===== src/rtl/riscv_pkg.sv =====
// ============================================================================
// Package    : riscv_pkg
// Description: XLEN-independent RISC-V constants and the fetch-queue entry type.
// Revision   : 1.0
// ============================================================================
`default_nettype none

package riscv_pkg;

    localparam int          ILEN             = 32;
    localparam logic [31:0] PC_STEP          = 32'd4;
    localparam logic [31:0] RESET_PC_DEFAULT = 32'h0000_0000;

    typedef struct packed {
        logic [31:0]     pc;
        logic [ILEN-1:0] instr;
    } fetch_entry_t;

    // Drops the low two bits so the address lands on a 32-bit instruction boundary.
    function automatic logic [31:0] word_align(input logic [31:0] addr);
        return {addr[31:2], 2'b00};
    endfunction

endpackage

`default_nettype wire


===== src/rtl/instr_fetch_buffer_if.sv =====
// ============================================================================
// Interface  : instr_fetch_buffer_if
// Description: Instruction-memory, redirect and decoder handshake bundle.
// Revision   : 1.0
// ============================================================================
`default_nettype none

interface instr_fetch_buffer_if;
    import riscv_pkg::*;

    logic            imem_req;
    logic [31:0]     imem_addr;
    logic [ILEN-1:0] imem_rdata;
    logic            redirect_en;
    logic [31:0]     redirect_addr;
    logic            instr_valid;
    logic            instr_ready;
    logic [ILEN-1:0] instr;
    logic [31:0]     instr_pc;

    modport master (
        output imem_req,
        output imem_addr,
        input  imem_rdata,
        input  redirect_en,
        input  redirect_addr,
        output instr_valid,
        input  instr_ready,
        output instr,
        output instr_pc
    );

    modport slave (
        input  imem_req,
        input  imem_addr,
        output imem_rdata,
        output redirect_en,
        output redirect_addr,
        input  instr_valid,
        output instr_ready,
        input  instr,
        input  instr_pc
    );

endinterface

`default_nettype wire


===== src/rtl/instr_fetch_buffer_fetch_fifo.sv =====
// ============================================================================
// Module     : fetch_fifo
// Description: Circular-buffer queue of {pc,instr} entries with flush.
// Revision   : 1.0
// ============================================================================
`default_nettype none

module fetch_fifo
    import riscv_pkg::*;
#(
    parameter int DEPTH = 4
) (
    input  wire logic                   clk,
    input  wire logic                   rst_n,
    input  wire logic                   flush,
    input  wire logic                   push,
    input  wire fetch_entry_t           push_data,
    input  wire logic                   pop,
    output fetch_entry_t                head,
    output logic [$clog2(DEPTH):0]      count
);

    localparam int             AW      = $clog2(DEPTH);
    localparam logic [AW:0]    DEPTH_C = (AW+1)'(DEPTH);
    localparam logic [AW:0]    CNT_ONE = (AW+1)'(1);
    localparam logic [AW-1:0]  PTR_ONE = AW'(1);

    fetch_entry_t  mem_q [DEPTH];
    fetch_entry_t  mem_d [DEPTH];
    logic [AW-1:0] wr_ptr_q, wr_ptr_d;
    logic [AW-1:0] rd_ptr_q, rd_ptr_d;
    logic [AW:0]   count_q,  count_d;

    logic full;
    logic empty;
    logic do_push;
    logic do_pop;

    assign full    = (count_q == DEPTH_C);
    assign empty   = (count_q == '0);
    // A push into a full queue is legal only when the head leaves the same cycle.
    assign do_push = push && (!full || pop);
    assign do_pop  = pop && !empty;

    always_comb begin
        mem_d    = mem_q;
        wr_ptr_d = wr_ptr_q;
        rd_ptr_d = rd_ptr_q;
        count_d  = count_q;
        if (flush) begin
            wr_ptr_d = '0;
            rd_ptr_d = '0;
            count_d  = '0;
        end else begin
            if (do_push) begin
                mem_d[wr_ptr_q] = push_data;
                wr_ptr_d        = wr_ptr_q + PTR_ONE;
            end
            if (do_pop) begin
                rd_ptr_d = rd_ptr_q + PTR_ONE;
            end
            case ({do_push, do_pop})
                2'b10:   count_d = count_q + CNT_ONE;
                2'b01:   count_d = count_q - CNT_ONE;
                default: count_d = count_q;
            endcase
        end
    end

    always_ff @(posedge clk or negedge rst_n) begin
        if (!rst_n) begin
            for (int i = 0; i < DEPTH; i++) begin
                mem_q[i] <= '0;
            end
            wr_ptr_q <= '0;
            rd_ptr_q <= '0;
            count_q  <= '0;
        end else begin
            mem_q    <= mem_d;
            wr_ptr_q <= wr_ptr_d;
            rd_ptr_q <= rd_ptr_d;
            count_q  <= count_d;
        end
    end

    assign head  = mem_q[rd_ptr_q];
    assign count = count_q;

endmodule

`default_nettype wire


===== src/rtl/instr_fetch_buffer.sv =====
// ============================================================================
// Module     : instr_fetch_buffer
// Description: Sequential instruction prefetcher feeding a decoder queue.
//              FETCH_MISALIGN_CHECK_EN adds a sticky misalign_err output.
// Revision   : 1.0
// ============================================================================
`default_nettype none

module instr_fetch_buffer
    import riscv_pkg::*;
#(
    parameter int          DEPTH    = 4,
    parameter logic [31:0] RESET_PC = RESET_PC_DEFAULT
) (
    input  wire logic              clk,
    input  wire logic              rst_n,
    instr_fetch_buffer_if.master   bus
`ifdef FETCH_MISALIGN_CHECK_EN
    ,
    output logic                   misalign_err
`endif
);

    localparam int            CW      = $clog2(DEPTH) + 1;
    localparam logic [CW-1:0] DEPTH_C = CW'(DEPTH);

    logic [31:0]   pc_q, pc_d;
    logic          inflight_q, inflight_d;
    logic [31:0]   inflight_pc_q, inflight_pc_d;

    logic [CW-1:0] fifo_count;
    fetch_entry_t  fifo_head;
    fetch_entry_t  fifo_push_data;
    logic          fifo_push;
    logic          fifo_pop;
    logic [CW-1:0] occupancy;
    logic          fetch_req;
    logic [31:0]   redirect_target;

`ifdef FETCH_MISALIGN_CHECK_EN
    logic misalign_err_q, misalign_err_d;

    assign redirect_target = word_align(bus.redirect_addr);

    always_comb begin
        misalign_err_d = misalign_err_q;
        if (bus.redirect_en && (bus.redirect_addr[1:0] != 2'b00)) begin
            misalign_err_d = 1'b1;
        end
    end

    always_ff @(posedge clk or negedge rst_n) begin
        if (!rst_n) begin
            misalign_err_q <= 1'b0;
        end else begin
            misalign_err_q <= misalign_err_d;
        end
    end

    assign misalign_err = misalign_err_q;
`else
    assign redirect_target = bus.redirect_addr;
`endif

    // Counting the in-flight slot guarantees every returning word has a home.
    assign occupancy = fifo_count + {{(CW-1){1'b0}}, inflight_q};
    assign fetch_req = rst_n && !bus.redirect_en && (occupancy < DEPTH_C);

    always_comb begin
        pc_d          = pc_q;
        inflight_pc_d = inflight_pc_q;
        inflight_d    = fetch_req;
        if (bus.redirect_en) begin
            pc_d = redirect_target;
        end else if (fetch_req) begin
            pc_d          = pc_q + PC_STEP;
            inflight_pc_d = pc_q;
        end
    end

    always_ff @(posedge clk or negedge rst_n) begin
        if (!rst_n) begin
            pc_q          <= RESET_PC;
            inflight_q    <= 1'b0;
            inflight_pc_q <= '0;
        end else begin
            pc_q          <= pc_d;
            inflight_q    <= inflight_d;
            inflight_pc_q <= inflight_pc_d;
        end
    end

    // A response landing in a redirect cycle belongs to the abandoned path.
    assign fifo_push          = inflight_q && !bus.redirect_en;
    assign fifo_pop           = bus.instr_valid && bus.instr_ready;
    assign fifo_push_data.pc    = inflight_pc_q;
    assign fifo_push_data.instr = bus.imem_rdata;

    fetch_fifo #(
        .DEPTH (DEPTH)
    ) u_fetch_fifo (
        .clk       (clk),
        .rst_n     (rst_n),
        .flush     (bus.redirect_en),
        .push      (fifo_push),
        .push_data (fifo_push_data),
        .pop       (fifo_pop),
        .head      (fifo_head),
        .count     (fifo_count)
    );

    assign bus.imem_req    = fetch_req;
    assign bus.imem_addr   = pc_q;
    assign bus.instr_valid = (fifo_count != '0);
    assign bus.instr       = bus.instr_valid ? fifo_head.instr : '0;
    assign bus.instr_pc    = bus.instr_valid ? fifo_head.pc    : '0;

endmodule

`default_nettype wire


===== src/flat_wrapper.sv =====
// flat-port wrapper written by rule: the top's interface ports become plain ports
module instr_fetch_buffer_flat import riscv_pkg::*;
#(
    parameter int          DEPTH    = 4,
    parameter logic [31:0] RESET_PC = RESET_PC_DEFAULT
)
  (clk, rst_n, bus_imem_req, bus_imem_addr, bus_imem_rdata, bus_redirect_en, bus_redirect_addr, bus_instr_valid, bus_instr_ready, bus_instr, bus_instr_pc);
  instr_fetch_buffer_if bus_i ();
  input  wire logic clk;
  input  wire logic rst_n;
  output wire logic [$bits(bus_i.imem_req)-1:0] bus_imem_req;
  output wire logic [$bits(bus_i.imem_addr)-1:0] bus_imem_addr;
  input wire logic [$bits(bus_i.imem_rdata)-1:0] bus_imem_rdata;
  input wire logic [$bits(bus_i.redirect_en)-1:0] bus_redirect_en;
  input wire logic [$bits(bus_i.redirect_addr)-1:0] bus_redirect_addr;
  output wire logic [$bits(bus_i.instr_valid)-1:0] bus_instr_valid;
  input wire logic [$bits(bus_i.instr_ready)-1:0] bus_instr_ready;
  output wire logic [$bits(bus_i.instr)-1:0] bus_instr;
  output wire logic [$bits(bus_i.instr_pc)-1:0] bus_instr_pc;
  assign bus_imem_req = bus_i.imem_req;
  assign bus_imem_addr = bus_i.imem_addr;
  assign bus_i.imem_rdata = bus_imem_rdata;
  assign bus_i.redirect_en = bus_redirect_en;
  assign bus_i.redirect_addr = bus_redirect_addr;
  assign bus_instr_valid = bus_i.instr_valid;
  assign bus_i.instr_ready = bus_instr_ready;
  assign bus_instr = bus_i.instr;
  assign bus_instr_pc = bus_i.instr_pc;
  instr_fetch_buffer #(.DEPTH(DEPTH), .RESET_PC(RESET_PC)) u_core (.clk(clk), .rst_n(rst_n), .bus(bus_i));
endmodule

===== config.mk =====
export PLATFORM = sky130hd
export DESIGN_NAME = instr_fetch_buffer_flat
export DESIGN_NICKNAME = d
export VERILOG_FILES = /design/src/rtl/riscv_pkg.sv /design/src/rtl/instr_fetch_buffer_if.sv /design/src/rtl/instr_fetch_buffer_fetch_fifo.sv /design/src/rtl/instr_fetch_buffer.sv /design/src/flat_wrapper.sv
export SDC_FILE = /design/constraint.sdc
export NUM_CORES = 1
export LEC_CHECK = 0
export ABC_CLOCK_PERIOD_IN_PS = 2600
export CORE_UTILIZATION = 51
export DETAILED_ROUTE_END_ITERATION = 8
export PLACE_DENSITY = 0.85
export REMOVE_ABC_BUFFERS = 1
export SLEW_MARGIN = 20
export SYNTH_ARGS = -nofsm -noshare
export SYNTH_HDL_FRONTEND = slang
export SYNTH_SLANG_ARGS = --single-unit

===== constraint.sdc =====
create_clock -name clk -period 2.6 [get_ports clk]
set_input_delay 0.65 -clock clk [delete_from_list [all_inputs] [get_ports clk]]
set_output_delay 0.65 -clock clk [all_outputs]
set_load 0.01 [all_outputs]

==> results of run 1 <==
critical path, stage by stage, from the launching register on:
cell and delay [ns]:
dfrtp_4 0.52, buf_12 0.16, buf_16 0.14, buf_12 0.14
mux4_2 0.42, and2_4 0.18, buf_6 0.11
final cells by class:
type | instances | area, um^2
fillers | 1952 | 9600
flip-flops and latches | 328 | 8220
multi-input cells | 622 | 6550
repair buffers | 242 | 2700
clock buffers | 58 | 1120
well taps | 384 | 480
inverters | 7 | 26.3
clock inverters | 1 | 16.3
cell families (layout without fill, tap and decap cells):
family / Yosys count / after routing / synth area share (%)
buffers and inverters: 72 / 308 / 2.08
xor gates and xnor gates: 27 / 27 / 1.59
AOI/OAI and AO/OA: 47 / 47 / 2.00
and+or+nand+nor: 184 / 184 / 6.73
adders and majority gates: 6 / 6 / 0.555
DFF: 328 / 328 / 55.1
muxes: 358 / 358 / 31.9
state kept, by name, summed over array words and instances (netlist names):
name,count
u_core.u_fetch_fifo.wr_ptr_q,2
u_core.inflight_pc_q,32
u_core.u_fetch_fifo.count,3
u_core.u_fetch_fifo.mem_q,256
u_core.bus.imem_addr,32
u_core.u_fetch_fifo.rd_ptr_q,2
u_core.inflight_q,1
what timing repair did:
action	4_1_cts	5_1_grt
setup buffers	19	5
setup endpoints to repair	66	66
gates resized for setup	324	61
gates cloned	5	1
hold buffers	1	0
endpoints found under the hold margin	9	0
pin swaps	34	11
through the flow:
step                      worst slack (ns)  hold slack (ns)
after floorplan                      -1.49            0.354
after CTS                           -0.248            0.293
final                               -0.240            0.278
after global placement            -0.00121            0.462
after detailed placement           -0.0730            0.462
after global routing                -0.289            0.337
report_power, final:
part / internal, mW / switching [mW]
Sequential: 6.28 / 0.753
Clock: 2.92 / 1.96
Combinational: 2.77 / 1.59
Total: 12.0 / 4.30
worst paths after layout:
path,endpoint,depth (start not counted),from
setup / recovery,bus_instr_pc[2],6,u_core.u_fetch_fifo.rd_ptr_q[0]$_DFFE_PN0P_
hold / removal,u_core.inflight_q$_DFF_PN0_,2,rst_n
setup reg to reg,u_core.u_fetch_fifo.count[2]$_DFFE_PN0P_,10,u_core.u_fetch_fifo.count[0]$_DFFE_PN0P_
hold reg to reg,u_core.u_fetch_fifo.mem_q[50]$_DFFE_PN0P_,1,u_core.u_fetch_fifo.mem_q[50]$_DFFE_PN0P_
max in group asynchronous,u_core.u_fetch_fifo.mem_q[35]$_DFFE_PN0P_,3,rst_n
min in group clk,u_core.u_fetch_fifo.mem_q[50]$_DFFE_PN0P_,1,u_core.u_fetch_fifo.mem_q[50]$_DFFE_PN0P_
cells in the final DEF (no fill, tap or decap), types with 6 or more instances in the layout:
cell             synthesis  routed
nor4_1                   9       9
clkbuf_8                 0       9
mux2_2                 269     269
nand2_1                 46      41
dfrtp_1                328     326
mux2_1                  21      21
and3_1                   6       6
inv_1                    7       7
clkbuf_16                0      39
nor2_1                  13      13
buf_2                   31      12
nand4_1                 10      10
clkdlybuf4s50_1          0      97
mux4_2                  64      64
nand3_1                 11      11
and2_1                  68      15
buf_6                    0      60
xnor2_1                 19      18
o21ai_1                  6       6
and2_4                   0      53
clkbuf_1                29      11
xor2_1                   8       8
o21ai_0                 19      19
buf_4                    0      37
buf_12                   0      24
metal layers:
metal,GRT usage [%],up-vias,part of all wire [%]
li1,-,4158,-
met1,32.5,4931,43
met2,38.7,299,49
met3,4.86,57,5.8
met4,7.01,0,2.2
met5,0,-,0
==> key figures, run 1 <==
Synthesis
  • Share of flip-flops with an asynchronous set or reset after synthesis: 100%
  • Yosys top cell area share: 55.1%
  • Cells after synthesis: 1022
  • Post-synthesis area per instance: 14.6 um^2
  • Number of register bits inferred by synthesis: 328
  • Number of enable-type register cells in the synthesized netlist: 0
  • Cell type with the highest aggregate area in the netlist: dfrtp_1
  • Sequential share of the synthesized area: 55.1%
  • Most instantiated cells after synthesis: 328 x dfrtp_1, 269 x mux2_2, 68 x and2_1
  • Top-count cell post-synth: dfrtp_1
  • Number of distinct standard cells referenced by the synthesized netlist: 40
  • Post-synth design cell area: 14900 um^2
  • Yosys Warn Count: 0
  • Cell types occupying the most area after synthesis: dfrtp_1 55%, mux2_2 20%, mux4_2 9.7%, and2_1 2.9%, mux2_1 1.6%
  • Post-synth top flop: dfrtp_1

Power and ir drop
  • Total Power: 16.3 mW
  • Peak supply drop: 0.514 mV
  • Static power due to leakage: 8.69 nW
  • Areal power density over the cells: 852 nW/um^2

Finish
  • Share of post-route cells with drive strength above 1: 46.7%
  • Post-route standard cell area excluding fillers: 19100 um^2
  • Net total in the final layout: 1311
  • Area growth, synth to finish: 28.4%
  • Final antenna diode count: 0
  • Share of the core filled with cells in the final layout: 66.6%
  • Non-filler instance count after layout: 1642

Placement
  • Last weighted congestion value of the routability-driven placer: 0.806
  • Count of port buffers added during placement: 165
  • DP Cell Count: 1555
  • Area after DPL: 17400 um^2
  • Half-perimeter wire length of the detailed placement result: 21800 um

Floorplan
  • Standard-cell rows: 62
  • Core area: 28700 um^2
  • Initial standard-cell utilization of the core: 51.9%
  • X dimension of the die: 173 um
  • Floorplan die area: 29900 um^2
  • Vertical die dimension: 173 um
  • Top-level I/O count: 166

Run status
  • Violations in the final reports: setup timing
  • Run status: complete, but fails checks

Route
  • Vias per cell: 5.75
  • Detailed-route via count: 9445
  • Count of antenna-violating nets left after detailed routing: 0
  • Total wirelength of the detailed-routed design: 35100 um
  • Detailed-router iteration count before antenna repair: 5
  • Residual DRC: 0
  • Wire per inst: 21.4 um
  • Violation count after the first detailed-route iteration: 582

Critical path
  • Type of origin of the critical path: flop
  • Worst R2R Setup Slack: 0.15 ns
  • Data arrival at the endpoint of the critical path: 2.19 ns
  • Maximum fanout along the worst path: 7
  • Nature of the critical path endpoint: output pin
  • Category of the critical setup timing path: reg -> out
  • Required time of the critical path: 1.95 ns

STA
  • Achievable frequency: 352 MHz
  • Tightest Pin Transition: 1.10 ns
  • Post-route worst setup slack: -0.240 ns
  • Tmin final: 2.84 ns
  • Final setup vio count: 64
  • Share of the clock period used by the worst path: 109%
  • Relative slew slack: 26.4%
  • Hold Vio Cnt, Final: 0
  • Setup TNS: -8.78 ns
  • RSZ-0062 raised after global routing: true
  • Layout Skew: 0.0125 ns
  • Fin. max-slew vios: 0

Global route
  • Total track usage: 23.8%
  • Grt total ovfl: 0
  • Initial antenna violation count: 0
  • Wire length of the first global-routing pass: 56000 um
  • Largest net degree at the start of global routing: 190
  • Vias in the first global route: 10104

Clocking
  • Clock-pin transition on the worst setup and hold timing paths: 0.06 ns
  • CTS Buffer Depth: 3
  • TritonCTS Sinks: 328
  • Number of buffers added by the clock tree synthesis step: 36
  • Clock latency of the later-clocked register in the worst-skew pair: 0.51 ns
  • Level count of the clock H-tree: 2
  • TritonCTS clock tree: done
  • CTS root buffer: clkbuf_16

Worst hold path
  • Worst hold path class: in -> async

Flow run
  • Max-cap check violation count: 0
(Power assumes the default switching activity.)
==> inputs of run 2 (changes only) <==
--- a/config.mk
+++ b/config.mk
@@ -10,7 +10,7 @@
 export DETAILED_ROUTE_END_ITERATION = 8
 export PLACE_DENSITY = 0.85
 export REMOVE_ABC_BUFFERS = 1
-export SLEW_MARGIN = 20
+export SLEW_MARGIN = 0
 export SYNTH_ARGS = -nofsm -noshare
 export SYNTH_HDL_FRONTEND = slang
 export SYNTH_SLANG_ARGS = --single-unit
==> run 2 against run 1 <==
  * The run still ends with setup timing left
  * Power about the same
  * Routed wire length down 0.13%
  * Critical path depth stayed put
  * Final area barely moved
  * Sequential cell count is the same
  * Non-clock buffer count is the same
  * Clock power hardly changed
  * Via count about the same
  * Clock-buffer cell count stayed put
  * Clock skew increased by 0.00050 ns
  * Combinational power is essentially flat
  * Final cell count unchanged
==> key figures, run 2 (synthesis results as in run 1) <==
Placement
  • Post-place setup slack: -0.0730 ns (unchanged)
  • Area after DPL: 17400 um^2 (unchanged)
  • Count of port buffers added during placement: 165 (unchanged)
  • Half-perimeter wire length of the detailed placement result: 21800 um (unchanged)
  • Last weighted congestion value of the routability-driven placer: 0.806 (unchanged)

Clocking
  • Clock latency of the later-clocked register in the worst-skew pair: 0.51 ns (about the same)
  • CTS root buffer: clkbuf_16 (unchanged)
  • TritonCTS Sinks: 328 (unchanged)
  • Number of buffers added by the clock tree synthesis step: 36 (unchanged)
  • CTS Buffer Depth: 3 (unchanged)
  • TritonCTS clock tree: done (unchanged)
  • Level count of the clock H-tree: 2 (unchanged)
  • Clock-pin transition on the worst setup and hold timing paths: 0.06 ns (about the same)

Power and ir drop
  • Internal: 12.0 mW (about the same)
  • Part of the power in combinational logic: 26.8% (about the same)
  • Peak supply drop: 0.514 mV (about the same)
  • Areal power density over the cells: 853 nW/um^2 (was 852 nW/um^2)
  • Switching part of the total: 26.4% (about the same)
  • Static power due to leakage: 8.69 nW (about the same)
  • Sequential power share: 43.2% (about the same)
  • Clock network fraction of total power: 30.0% (about the same)
  • Net load switching power: 4.30 mW (about the same)
  • Total Power: 16.3 mW (about the same)

Critical path
  • CP delay by family, top: buffers and inverters (unchanged)
  • Critical path buffer and inverter count: 4 (unchanged)
  • Data arrival at the endpoint of the critical path: 2.19 ns (about the same)
  • Worst R2R Setup Slack: 0.14 ns (was 0.15 ns)
  • Top cell by count, worst path: buf_12 (unchanged)
  • Peak per-stage delay on the critical path: 0.52 ns (about the same)
  • Critical path, cell by cell: buf_12 -> buf_16 -> buf_12 -> mux4_2 -> and2_4 -> buf_6 (unchanged)
  • Required time of the critical path: 1.95 ns (about the same)
  • Nature of the critical path endpoint: output pin (unchanged)
  • Category of the critical setup timing path: reg -> out (unchanged)
  • Critical R2R Launch: u_core.u_fetch_fifo.count[0]$_DFFE_PN0P_ (unchanged)
  • Number of cells traversed by the worst register-to-register path: 10 (unchanged)
  • Destination of the worst register-to-register timing path: u_core.u_fetch_fifo.count[2]$_DFFE_PN0P_ (unchanged)
  • Worst path slowest cell: dfrtp_4 (unchanged)
  • Type of origin of the critical path: flop (unchanged)
  • Maximum fanout along the worst path: 7 (unchanged)

Finish
  • Leading cell types in the layout, fill and taps excluded: 326 x dfrtp_1, 269 x mux2_2, 97 x clkdlybuf4s50_1 (unchanged)
  • Share of post-route cells with drive strength above 1: 46.7% (unchanged)
  • Area growth, synth to finish: 28.3% (was 28.4%)
  • Final antenna diode count: 0 (unchanged)
  • Largest Register: u_core.u_fetch_fifo.mem_q (unchanged)
  • Post-route standard cell area excluding fillers: 19100 um^2 (about the same)
  • Most common library cell in the layout ignoring fill and taps: dfrtp_1 (unchanged)
  • Filler Cell Count: 1954 (was 1952)
  • Net total in the final layout: 1311 (unchanged)
  • Flip-flop count of the largest register, all copies and words added: 256 (unchanged)

Flow run
  • Max-cap check violation count: 0 (unchanged)

Floorplan
  • Core area: 28700 um^2 (unchanged)
  • X dimension of the die: 173 um (unchanged)
  • Standard-cell rows: 62 (unchanged)
  • Vertical die dimension: 173 um (unchanged)
  • Top-level I/O count: 166 (unchanged)
  • Initial standard-cell utilization of the core: 51.9% (unchanged)
  • Floorplan die area: 29900 um^2 (unchanged)

Global route
  • Wire length of the first global-routing pass: 56000 um (unchanged)
  • Largest net degree at the start of global routing: 190 (unchanged)
  • Vias in the first global route: 10104 (unchanged)
  • Initial antenna violation count: 0 (unchanged)
  • Grt total ovfl: 0 (unchanged)
  • Total track usage: 23.8% (unchanged)

STA
  • Tightest Pin Transition: 0.997 ns (was 1.10 ns)
  • Post-route worst setup slack: -0.239 ns (was -0.240 ns)
  • Hold Vio Cnt, Final: 0 (unchanged)
  • Setup TNS: -8.76 ns (was -8.78 ns)
  • Fin. max-slew vios: 0 (unchanged)
  • Achievable frequency: 352 MHz (about the same)
  • Tmin final: 2.84 ns (about the same)
  • RSZ-0062 raised after global routing: true (unchanged)
  • Final setup vio count: 64 (unchanged)
  • Share of the clock period used by the worst path: 109% (about the same)
  • Relative slew slack: 33.6% (was 26.4%)
  • Layout Skew: 0.0130 ns (was 0.0125 ns)

Route
  • Wire per inst: 21.3 um (was 21.4 um)
  • Total wirelength of the detailed-routed design: 35000 um (was 35100 um)
  • Violation count after the first detailed-route iteration: 618 (was 582)
  • Count of antenna-violating nets left after detailed routing: 0 (unchanged)
  • Vias per cell: 5.75 (about the same)
  • Detailed-route via count: 9441 (was 9445)
  • Residual DRC: 0 (unchanged)
  • Detailed-router iteration count before antenna repair: 5 (unchanged)

Run status
  • Violations in the final reports: setup timing (unchanged)
  • Run status: complete, but fails checks (unchanged)

Worst hold path
  • Worst hold path class: in -> async (unchanged)
[run 2: power by group through the flow]
stage	clock network, mW	logic, mW	registers [mW]
6_report	4.88	4.36	7.04
5_1_grt	5.18	4.65	7.19
4_1_cts	4.98	4.12	7.02
3_5_place_dp	0	3.80	7.11
3_3_place_gp	0	3.69	7.01
2_1_floorplan	0	2.29	6.93
[run 2: through the flow]
step	hold slack [ns]	instances	util, %
floorplan	0.354	957	-
global placement	0.462	1555	60.5
detailed placement	0.462	1555	60.5
CTS	0.293	1639	65.6
global route	0.334	1642	66.5
finish	0.275	1642	66.5
[run 2: final cells by class]
type	count	area, um^2	area share, %
multi-input cells	622	6550	34.3
clock inverters	1	16.3	0.0852
repair buffers	242	2700	14.1
flip-flops and latches	328	8220	43.0
inverters	7	26.3	0.138
clock buffers	58	1120	5.84
well taps	384	480	2.52
[run 2: worst max-delay path by stage]
stage                                                            from                                       end  slack, ns  cells after the start
after global routing      u_core.u_fetch_fifo.rd_ptr_q[0]$_DFFE_PN0P_                           bus_instr_pc[9]      -0.29                      6
after global placement    u_core.u_fetch_fifo.rd_ptr_q[0]$_DFFE_PN0P_                              bus_instr[7]     -0.001                      4
after detailed placement                              bus_instr_ready  u_core.u_fetch_fifo.count[2]$_DFFE_PN0P_      -0.07                     10
after floorplan           u_core.u_fetch_fifo.rd_ptr_q[0]$_DFFE_PN0P_                              bus_instr[0]      -1.49                      2
after CTS                 u_core.u_fetch_fifo.rd_ptr_q[0]$_DFFE_PN0P_                           bus_instr_pc[2]      -0.25                      6
final                     u_core.u_fetch_fifo.rd_ptr_q[0]$_DFFE_PN0P_                           bus_instr_pc[9]      -0.24                      6
[run 2: metal layers]
layer  vias up  global-route usage (%)  routed length [um]  part of all wire [%]
met1      4907                    32.5               15200                    43
li1       4165                       -                   -                     -
met3        64                    4.86                1960                   5.6
met2       305                    38.7               17000                    49
met4         0                    7.01                 876                   2.5
met5         -                       0                   0                     0
[run 2: repair_timing]
action / 4_1_cts / 5_1_grt
hold endpoints to repair: 9 / 0
endpoints found under the setup margin: 66 / 66
gates cloned: 5 / 1
hold buffers: 1 / 0
gates resized for setup: 324 / 61
setup buffers: 19 / 5
pin swaps: 34 / 11
